**config.mk**
```make
export PLATFORM = sky130hd
export DESIGN_NAME = perceptron_train_sequencer
export DESIGN_NICKNAME = d
export VERILOG_FILES = /design/src/rtl/perceptron_ctrl_pkg.sv /design/src/rtl/perceptron_sample_table.sv /design/src/rtl/perceptron_train_sequencer.sv
export SDC_FILE = /design/constraint.sdc
export NUM_CORES = 1
export LEC_CHECK = 0
export BUFFER_PORTS_ARGS = -buffer_cell sky130_fd_sc_hd__buf_4
export CORE_MARGIN = 2
export CORE_UTILIZATION = 39
export DETAILED_ROUTE_END_ITERATION = 8
export PLACE_DENSITY = 0.67
export SLEW_MARGIN = 20
export SYNTH_ARGS = -nofsm -noshare
export SYNTH_HDL_FRONTEND = slang
export SYNTH_SLANG_ARGS = --single-unit
```
**constraint.sdc**
```tcl
create_clock -name clk -period 10.17 [get_ports clk]
set_input_delay 1.017 -clock clk [delete_from_list [all_inputs] [get_ports clk]]
set_output_delay 1.017 -clock clk [all_outputs]
set_load 0.005 [all_outputs]
```
**src/rtl/perceptron_ctrl_pkg.sv**
```systemverilog
// Shared types for the perceptron training sequencer: the core's fixed-point format,
// sequencer states and the sample-table entry.
package perceptron_ctrl_pkg;

    localparam int unsigned SFP_W        = 16;
    localparam int unsigned SFP_FRAC     = 8;
    localparam int unsigned SAMPLE_UNITS = 2;

    // Mirrors the core's Q8.8 signed fixed-point type.
    typedef logic signed [SFP_W-1:0] sfp;

    localparam sfp ONE = sfp'(1 << SFP_FRAC);

    typedef enum logic [3:0] {
        StIdle,
        StClear,
        StPresent,
        StSettle,
        StScore,
        StUpdate,
        StEpochEnd,
        StDone,
        StInfer
    } seq_state_t;

    typedef struct packed {
        sfp [SAMPLE_UNITS-1:0] values;
        sfp                    expected;
    } sample_t;

    function automatic bit sfp_class(input sfp x);
        return x > sfp'(0);
    endfunction

endpackage

```
**src/rtl/perceptron_sample_table.sv**
```systemverilog
// Programmable training-sample register file: one write port, one asynchronous read port.
// Not reset, so a loaded table survives a sequencer reset.
module perceptron_sample_table
    import perceptron_ctrl_pkg::*;
#(
    parameter int unsigned NUM_SAMPLES = 4,
    parameter int unsigned ADDR_W      = 2
) (
    input  logic              clk,
    input  logic              we,
    input  logic [ADDR_W-1:0] waddr,
    input  sample_t           wdata,
    input  logic [ADDR_W-1:0] raddr,
    output sample_t           rdata
);

    sample_t mem [NUM_SAMPLES];

    always_ff @(posedge clk) begin
        if (we) begin
            mem[waddr] <= wdata;
        end
    end

    assign rdata = mem[raddr];

endmodule

```
**src/rtl/perceptron_train_sequencer.sv**
```systemverilog
// Replays the sample table through one perceptron core epoch by epoch, gates its weight
// update, stops on convergence or epoch limit, then serves a valid/ready inference port.
module perceptron_train_sequencer
    import perceptron_ctrl_pkg::*;
#(
    parameter int unsigned INPUT_UNITS   = SAMPLE_UNITS,
    parameter int unsigned NUM_SAMPLES   = 4,
    parameter int unsigned MAX_EPOCHS    = 10,
    parameter int unsigned SETTLE_CYCLES = 1,
    localparam int unsigned AddrW   = (NUM_SAMPLES > 1) ? $clog2(NUM_SAMPLES) : 1,
    localparam int unsigned EpochW  = $clog2(MAX_EPOCHS + 1),
    localparam int unsigned ErrW    = $clog2(NUM_SAMPLES + 1),
    localparam int unsigned SettleW = (SETTLE_CYCLES > 1) ? $clog2(SETTLE_CYCLES) : 1
) (
    input  logic              clk,
    input  logic              rst,
    input  logic              start,
    input  logic              cfg_we,
    input  logic [AddrW-1:0]  cfg_addr,
    input  sfp                cfg_values [INPUT_UNITS],
    input  sfp                cfg_expected,
    output logic              core_rst,
    output sfp                core_values [INPUT_UNITS],
    output sfp                core_expected,
    output logic              core_training,
    input  sfp                core_prediction,
    output logic              busy,
    output logic              done,
    output logic              converged,
    output logic [EpochW-1:0] epoch_count,
    output logic [ErrW-1:0]   error_count,
    input  logic              infer_valid,
    output logic              infer_ready,
    input  sfp                infer_values [INPUT_UNITS],
    output logic              result_valid,
    output logic              result_class
);

    seq_state_t         state_q, state_d;
    logic [AddrW-1:0]   idx_q, idx_d;
    logic [SettleW-1:0] settle_q, settle_d;
    logic [EpochW-1:0]  epoch_q, epoch_d, epoch_inc;
    logic [ErrW-1:0]    err_q, err_d;
    logic               done_q, done_d;
    logic               conv_q, conv_d;
    logic               res_q, res_d;
    logic               rst_q;
    sfp                 infer_q [INPUT_UNITS];
    sfp                 infer_d [INPUT_UNITS];
    sample_t            wr_sample, rd_sample;
    logic               wr_en, drive_sample, settle_last, miss;

    assign drive_sample = state_q inside {StPresent, StSettle, StScore, StUpdate};
    assign busy         = state_q inside {StClear, StPresent, StSettle, StScore, StUpdate,
                                          StEpochEnd};
    assign settle_last  = settle_q == SettleW'(SETTLE_CYCLES - 1);
    assign epoch_inc    = epoch_q + EpochW'(1);
    assign miss         = sfp_class(core_prediction) != sfp_class(rd_sample.expected);
    assign wr_en        = cfg_we && !busy && (32'(cfg_addr) < NUM_SAMPLES);

    always_comb begin
        wr_sample          = '0;
        wr_sample.expected = cfg_expected;
        for (int i = 0; i < INPUT_UNITS; i++) begin
            wr_sample.values[i] = cfg_values[i];
        end
    end

    perceptron_sample_table #(
        .NUM_SAMPLES (NUM_SAMPLES),
        .ADDR_W      (AddrW)
    ) u_table (
        .clk   (clk),
        .we    (wr_en),
        .waddr (cfg_addr),
        .wdata (wr_sample),
        .raddr (idx_q),
        .rdata (rd_sample)
    );

    always_comb begin
        state_d  = state_q;
        idx_d    = idx_q;
        settle_d = settle_q;
        epoch_d  = epoch_q;
        err_d    = err_q;
        done_d   = done_q;
        conv_d   = conv_q;
        res_d    = 1'b0;
        for (int i = 0; i < INPUT_UNITS; i++) begin
            infer_d[i] = infer_q[i];
        end

        unique case (state_q)
            StIdle: begin
                if (start) state_d = StClear;
            end
            StClear: begin
                epoch_d = '0;
                err_d   = '0;
                done_d  = 1'b0;
                conv_d  = 1'b0;
                idx_d   = '0;
                for (int i = 0; i < INPUT_UNITS; i++) begin
                    infer_d[i] = '0;
                end
                state_d = StPresent;
            end
            StPresent: begin
                settle_d = '0;
                state_d  = StSettle;
            end
            StSettle: begin
                if (settle_last) state_d = StScore;
                else             settle_d = settle_q + SettleW'(1);
            end
            StScore: begin
                if (miss) err_d = err_q + ErrW'(1);
                state_d = StUpdate;
            end
            StUpdate: begin
                if (idx_q == AddrW'(NUM_SAMPLES - 1)) begin
                    state_d = StEpochEnd;
                end else begin
                    idx_d   = idx_q + AddrW'(1);
                    state_d = StPresent;
                end
            end
            StEpochEnd: begin
                epoch_d = epoch_inc;
                if (err_q == '0) begin
                    conv_d  = 1'b1;
                    done_d  = 1'b1;
                    state_d = StDone;
                end else if (epoch_inc == EpochW'(MAX_EPOCHS)) begin
                    conv_d  = 1'b0;
                    done_d  = 1'b1;
                    state_d = StDone;
                end else begin
                    err_d   = '0;
                    idx_d   = '0;
                    state_d = StPresent;
                end
            end
            StDone: begin
                // A restart takes priority over a same-cycle inference request.
                if (start) begin
                    state_d = StClear;
                end else if (infer_valid) begin
                    for (int i = 0; i < INPUT_UNITS; i++) begin
                        infer_d[i] = infer_values[i];
                    end
                    settle_d = '0;
                    state_d  = StInfer;
                end
            end
            StInfer: begin
                if (settle_last) begin
                    res_d   = 1'b1;
                    state_d = StDone;
                end else begin
                    settle_d = settle_q + SettleW'(1);
                end
            end
            default: state_d = StIdle;
        endcase
    end

    always_ff @(posedge clk) begin
        if (rst) begin
            state_q  <= StIdle;
            idx_q    <= '0;
            settle_q <= '0;
            epoch_q  <= '0;
            err_q    <= '0;
            done_q   <= 1'b0;
            conv_q   <= 1'b0;
            res_q    <= 1'b0;
            rst_q    <= 1'b1;
            for (int i = 0; i < INPUT_UNITS; i++) begin
                infer_q[i] <= '0;
            end
        end else begin
            state_q  <= state_d;
            idx_q    <= idx_d;
            settle_q <= settle_d;
            epoch_q  <= epoch_d;
            err_q    <= err_d;
            done_q   <= done_d;
            conv_q   <= conv_d;
            res_q    <= res_d;
            rst_q    <= 1'b0;
            for (int i = 0; i < INPUT_UNITS; i++) begin
                infer_q[i] <= infer_d[i];
            end
        end
    end

    // Inference inputs stay on the core in DONE so the result is sampled with them applied.
    always_comb begin
        for (int i = 0; i < INPUT_UNITS; i++) begin
            if (drive_sample)                             core_values[i] = rd_sample.values[i];
            else if (state_q inside {StDone, StInfer}) core_values[i] = infer_q[i];
            else                                          core_values[i] = '0;
        end
    end

    assign core_expected = drive_sample ? rd_sample.expected : '0;
    assign core_rst      = rst_q || (state_q == StClear);
    assign core_training = state_q == StUpdate;
    assign done          = done_q;
    assign converged     = conv_q;
    assign epoch_count   = epoch_q;
    assign error_count   = err_q;
    assign infer_ready   = (state_q == StDone) && !start;
    assign result_valid  = res_q;
    assign result_class  = res_q && sfp_class(core_prediction);

endmodule

```
==> results.txt, run 1 <==
# setup viols final = 0
TritonCTS clock tree = built
#FFs+latches synth = 243
distinct cell type count after synthesis = 48
reg-to-reg setup timing slack = 7.08 ns
sequential share of power = 50.3%
Post-CTS Setup Bufs = 0
Sw Ratio = 20.81%
final core occ = 49.73%
initial antenna violation count = 1
worst r2r dst = error_count[0]$_SDFFE_PP0P_
Final nets = 844
max cap viols = 0
most frequent cells after synthesis = edfxtp_1 (192), nor2_1 (54), dfxtp_1 (51)
Slew @ Worst Pin = 1.068 ns
minimum clock period = 3.776 ns
Worst Setup End Kind = primary output
Die Y = 160.6 um
final hold vios = 0
Max stage delay cell, worst path = o21ai_4
Gate power share = 7.3%
Core Region = 24180 um^2
Congestion Overflow GR = 0
unrepaired setup endpoints after global routing = no
asr flop ratio synth = 0%
wire per inst = 20.03 um
Synth top area share = 60.27%
Switch Pwr = 461.5 uW
first-pass GRT wire length = 33220 um
Die Wd = 160.6 um
Die ar. = 25800 um^2
initial drt markers = 462
Avg Vias per Cell = 5.282
Final WS setup = 6.394 ns
clock sink total = 243
Max transition margin = 28.55%
Clk network pwr share = 42.3%
sequential fraction of the synthesis area = 70.95%
clock root buffer = clkbuf_16
worst-path cell chain = nand2b_1, o21ai_4, a22o_1, buf_4
Crit Path Max Fanout = 32
hold_sp = done$_SDFFE_PP0P_
Bufs on Longest Clock Path = 3
final RePlAce weighted congestion = 0.8104
top-count cell post-synth = edfxtp_1
filler instances = 2052
via count = 5705
Slew Limit Fails = 0
H-tree levels = 1
Setup WS pre-CTS = 6.939 ns
Routed Antenna Nets = 0
status = completed
Hold-fix buffers, CTS = 0
worst-case reg-to-reg path depth = 7
CP startpoint kind = flop
cell taking the most area after synthesis = edfxtp_1
port bufs = 165
Post-Route WL = 21630 um
Achievable Freq = 0.2649 GHz
Synth Flop Type = edfxtp_1
leakage = 0.004230 uW
area of the multi-input gates = 2639 um^2
P_int = 1756 uW
syn_nets = 680
Skew-Pair Late Insertion Delay = 0.52 ns
sequential cell area = 6792 um^2
Fin Clk Skew = 0.01974 ns
largest net degree at the start of global routing = 49
fin crit share = 37.13%
post-CTS sizing = 0
Ys Warns = 0
PD cells = 184.4 nW/um^2
hold path cells = 2
Worst Hold End = done$_SDFFE_PP0P_
Synth area leaders = edfxtp_1 (60%), mux4_2 (11%), dfxtp_1 (11%)
layout cells sized above 1 = 35.85%
EDFF count, synth = 192
number of global-route vias before repair = 5798
HPWL Detailed = 13160 um
IO Pins = 166
clk slew on worst S/H paths = 0.07 ns
drc violations = 0
syn_area_per_cell = 16.72 um^2
HP Class = reg2reg
Mapped Cells = 572
CTS buffer count = 26
category of the most critical setup path = reg2out
Tot GR Track Use = 16.66%
initial core utilization = 39.56%
row cnt = 57
TritonRoute pass-1 iters = 5
total power draw = 2217 uW
Setup TNS Final = 0 ns
crit-path max cell delay = 0.89 ns
maximum vdd ir drop = 145.0 uV
crit path DAT = 2.76 ns
area grow syn2layout = 25.70%
# diodes = 0
Worst EP required = 9.15 ns
Synth Cell Area = 9565 um^2
[power groups by stage]
stage	logic, uW	clock network [uW]	registers [uW]
after floorplan	74.9	0	1130
after global placement	163	0	1140
after detailed placement	165	0	1140
after CTS	165	962	1120
after global routing	177	1000	1120
final	163	939	1120
[cell type report]
class	instances	area share [%]
Multi-Input combinational cell	286	21.95
Sequential cell	243	56.48
Clock inverter	8	0.7700
Clock buffer	40	6.441
Inverter	6	0.1873
Timing Repair Buffer	173	10.80
Tap cell	324	3.371
[metrics by stage]
stage	hold WS [ns]	instances	area, um^2
after floorplan	0.4658	572	9565
after global placement	0.4736	1032	11160
after detailed placement	0.4851	1032	11160
after CTS	0.5026	1080	12020
after global routing	0.5173	1080	12020
final	0.4962	1080	12020
[registers in the layout (all words and copies together) (netlist names), named ones only]
name / cells
u_table.mem: 192
infer_q: 32
epoch_count: 4
state_q: 4
error_count: 3
idx_q: 2
converged: 1
done: 1
result_valid: 1
rst_q: 1
[kinds of logic (layout without fill, tap and decap cells)]
kind of cell,after synthesis,count (layout),synth area share (%)
flip-flops,243,243,70.95
AND/OR/NAND/NOR,125,125,6.684
AO/OA/AOI/OAI,104,104,8.018
multiplexers,50,50,11.59
buffers and inverters,43,227,1.923
adder cells (fa/ha/maj),5,5,0.6540
XOR/XNOR,2,2,0.1832
[critical path: cells and delay by family (launching register included)]
kind            cells  cell delay, ns
compound gates      2            1.20
flops               1            0.63
buf+inv             1            0.12
simple gates        1            0.27
[worst max-delay path by stage]
stage                                   to                    start  slack (ns)  depth (start not counted)
6_report                   core_values[15]  state_q[2]$_SDFFE_PP0P_        6.39                          4
5_1_grt                    core_values[25]  state_q[2]$_SDFFE_PP0P_        6.21                          4
4_1_cts                    core_values[15]  state_q[2]$_SDFFE_PP0P_        6.37                          4
3_5_place_dp               core_values[15]  state_q[2]$_SDFFE_PP0P_        6.94                          4
3_3_place_gp               core_values[31]  state_q[2]$_SDFFE_PP0P_        6.98                          4
2_1_floorplan  u_table.mem[0][0]$_DFFE_PP_  state_q[2]$_SDFFE_PP0P_        5.25                          6
[placed cells by master (no fill, tap or decap), drive strengths merged, types with 4 or more instances in the layout]
cell	netlist	layout
and2	20	20
nand2	8	8
a22oi	32	32
mux4	48	48
nand3	6	6
clkinv	0	5
clkbuf	28	40
ha	5	5
buf	9	173
nor2	54	54
o21ai	12	12
nor2b	7	7
a21oi	14	14
a22o	32	32
nor3	8	8
nand2b	4	4
or3	4	4
dfxtp	51	51
edfxtp	192	192
nor4	6	6
inv	6	6
[per-layer routing]
| metal | wire length [um] | global-route usage, % | vias to the layer above |
|---|---|---|---|
| li1 | - | - | 2607 |
| met1 | 8874 | 21.69 | 2868 |
| met2 | 10640 | 28.00 | 194 |
| met3 | 1650 | 4.081 | 34 |
| met4 | 456 | 4.668 | 2 |
| met5 | 13 | 0 | - |
(Power assumes the default switching activity.)
==> inputs of run 2 (changes only) <==
- ABC_AREA: unset -> 1
- PLACE_DENSITY: 0.67 -> 0.69
- clock period: 10.17 -> 3.2 ns (I/O delays scaled with it)
==> run 2 against run 1 <==
Compared with the run above: first-iteration DRC count increased by 26%; worst setup slack got worse by 6.0 ns; via count increased by 26%; utilization decreased by 0.96 points; highest routed layer is now met4; critical path type unchanged.
==> results.txt, run 2 <==
status = completed (unchanged)
Core Region = 25840 um^2 (was 24180 um^2)
most frequent cells after synthesis = nand2_1 (249), edfxtp_1 (192), a21oi_1 (77) (was edfxtp_1 (192), nor2_1 (54), dfxtp_1 (51))
Slew @ Worst Pin = 1.005 ns (was 1.068 ns)
category of the most critical setup path = reg2out (unchanged)
unrepaired setup endpoints after global routing = no (unchanged)
cell taking the most area after synthesis = edfxtp_1 (unchanged)
final hold vios = 0 (unchanged)
Synth Area in Compound Gates = 11.79% (was 8.018%)
Synth Area in XOR/XNOR = 0.2586% (was 0.1831%)
Synth top area share = 56.75% (was 60.27%)
Crit Path Max Fanout = 48 (was 32)
Slew Limit Fails = 0 (unchanged)
row cnt = 59 (was 57)
Skew-Pair Late Insertion Delay = 0.51 ns (was 0.52 ns)
Tot GR Track Use = 17.74% (was 16.66%)
Mapped Cells = 905 (was 572)
Max transition margin = 33.03% (was 28.55%)
distinct cell type count after synthesis = 37 (was 48)
post-synthesis mux area share = 0% (was 11.59%)
commonest non-fill, non-tap cell in the layout = nand2_1 (was edfxtp_1)
Avg Vias per Cell = 5.068 (was 5.282)
Synth Flop Type = edfxtp_1 (unchanged)
Routed Antenna Nets = 0 (unchanged)
EDFF count, synth = 192 (unchanged)
H-tree levels = 1 (unchanged)
HPWL Detailed = 15680 um (was 13160 um)
# diodes = 0 (unchanged)
largest family of logic cells by synthesized area = simple AND/OR/NAND/NOR gates (was multiplexers)
clock root buffer = clkbuf_16 (unchanged)
Post-Route WL = 24850 um (was 21630 um)
minimum clock period = 2.838 ns
TritonCTS clock tree = built (unchanged)
Setup TNS Final = 0 ns (unchanged)
Biggest register = u_table.mem (unchanged)
Final nets = 1177 (was 844)
syn_nets = 1013 (was 680)
CTS buffer count = 25 (was 26)
via count = 7202 (was 5705)
Bufs on Longest Clock Path = 3 (unchanged)
Worst EP required = 2.88 ns (was 9.15 ns)
number of global-route vias before repair = 6863 (was 5798)
Post-CTS Setup Bufs = 0 (unchanged)
Largest register FFs = 192 (unchanged)
clk slew on worst S/H paths = 0.06 ns (was 0.07 ns)
wire per inst = 17.49 um (was 20.03 um)
post-CTS sizing = 0 (unchanged)
Synth area leaders = edfxtp_1 (57%), dfxtp_1 (10%), nand2_1 (9.2%) (was edfxtp_1 (60%), mux4_2 (11%), dfxtp_1 (11%))
IO Pins = 166 (unchanged)
DP Area = 11740 um^2 (was 11160 um^2)
max cap viols = 0 (unchanged)
top flop regs = u_table.mem: 192 flops, infer_q: 32 flops (unchanged)
HP Class = in2reg (was reg2reg)
drc violations = 0 (unchanged)
layout cells sized above 1 = 28.27% (was 35.85%)
total power draw = 8358 uW (was 2217 uW)
Ys Warns = 0 (unchanged)
Die Y = 165.4 um (was 160.6 um)
crit path DAT = 2.52 ns (was 2.76 ns)
asr flop ratio synth = 0% (unchanged)
final hold slack = 0.009906 ns (was 0.4962 ns)
CP startpoint kind = flop (unchanged)
post-synthesis adder-cell area fraction = 0.6158% (was 0.6540%)
port bufs = 165 (unchanged)
initial core utilization = 39.32% (was 39.56%)
final RePlAce weighted congestion = 0.8449 (was 0.8104)
commonest non-fill, non-tap cells in the layout = nand2_1 (249), edfxtp_1 (192), buf_4 (178), a21oi_1 (77), dfxtp_1 (49) (was edfxtp_1 (192), buf_4 (173), nor2_1 (51), dfxtp_1 (49), mux4_2 (46))
fin crit share = 88.69%
Achievable Freq = 0.3524 GHz
Worst Setup End Kind = primary output (unchanged)
area grow syn2layout = 24.03% (was 25.70%)
filler instances = 2288 (was 2052)
#FFs+latches synth = 243 (unchanged)
largest net degree at the start of global routing = 97 (was 49)
Die Wd = 165.4 um (was 160.6 um)
syn_area_per_cell = 11.23 um^2 (was 16.72 um^2)
post-route cell area = 12600 um^2 (was 12020 um^2)
top-count cell post-synth = nand2_1 (was edfxtp_1)
initial antenna violation count = 0 (was 1)
Fin Clk Skew = 0.01100 ns (was 0.01974 ns)
sequential fraction of the synthesis area = 66.80% (was 70.95%)
Die ar. = 27360 um^2 (was 25800 um^2)
maximum vdd ir drop = 360.4 uV (was 145.0 uV)
Congestion Overflow GR = 0 (unchanged)
TritonRoute pass-1 iters = 5 (unchanged)
PD cells = 663.3 nW/um^2 (was 184.4 nW/um^2)
first-pass GRT wire length = 37540 um (was 33220 um)
Synth Cell Area = 10160 um^2 (was 9565 um^2)
# setup viols final = 0 (unchanged)
leakage = 0.004954 uW (was 0.004230 uW)
Synth Area in Simple Gates = 16.39% (was 6.684%)
clock sink total = 243 (unchanged)
initial drt markers = 583 (was 462)
## run 2: cell families after synthesis
logic type | count (synthesis)
AO/OA/AOI/OAI | 181
XOR/XNOR | 3
adder cells (fa/ha/maj) | 5
buffers and inverters | 87
flip-flops | 243
AND/OR/NAND/NOR | 386
## run 2: what timing repair did
item	in CTS	in global routing
hold buffers	8	1
setup endpoints to repair	0	0
endpoints found under the hold margin	23	2
## run 2: layout make-up
| type | count | area (um^2) | area share (%) |
|---|---|---|---|
| clock buffers | 28 | 636.9 | 5.054 |
| clock inverters | 16 | 131.4 | 1.043 |
| inverters | 34 | 130.1 | 1.033 |
| multi-input cells | 575 | 3005 | 23.85 |
| flip-flops and latches | 243 | 6792 | 53.90 |
| well taps | 335 | 419.2 | 3.326 |
| repair buffers | 190 | 1486 | 11.80 |
## run 2: critical path: stages (launching register included)
cell     delay, ns
dfxtp_1       0.46
nor2_1        0.10
inv_2         0.09
nor2_4        0.06
inv_2         0.07
o21ai_2       0.08
nor3_4        0.11
buf_4         0.53
a221o_1       0.29
nand2_1       0.07
buf_4         0.13
## run 2: worst paths after layout
| kind | start | end | slack, ns | cells past startpoint |
|---|---|---|---|---|
| worst max-delay path | state_q[0]$_SDFFE_PP0P_ | core_values[25] | 0.36 | 10 |
| worst min-delay path | cfg_values[30] | u_table.mem[1][30]$_DFFE_PP_ | 0.01 | 1 |
| worst max register to register | state_q[0]$_SDFFE_PP0P_ | u_table.mem[3][18]$_DFFE_PP_ | 0.60 | 9 |
| worst min register to register | infer_q[0][31]$_SDFFE_PP0P_ | infer_q[0][31]$_SDFFE_PP0P_ | 0.46 | 2 |
## run 2: layer usage
layer	global-route usage, %	up-vias	part of all wire, %
met5	0	-	0
met3	2.847	30	5.2
met4	4.467	0	1.7
li1	-	3503	-
met2	30.11	183	50
met1	23.90	3486	44
## run 2: per-stage QoR
stage	utilization (%)	setup WS (ns)	cells
final	48.77	0.3620	1421
after global routing	48.77	0.1982	1421
after CTS	48.73	0.3542	1420
after detailed placement	45.45	0.6092	1368
after global placement	45.45	0.6760	1368
after floorplan	-	-0.2906	905
## run 2: where the power goes
| group | internal, uW | switching (uW) | leakage (uW) |
|---|---|---|---|
| combinational | 733 | 1060 | 0.00243 |
| clock | 1580 | 1150 | 0.000359 |
| sequential | 3730 | 99.1 | 0.00216 |
| total | 6040 | 2310 | 0.00495 |
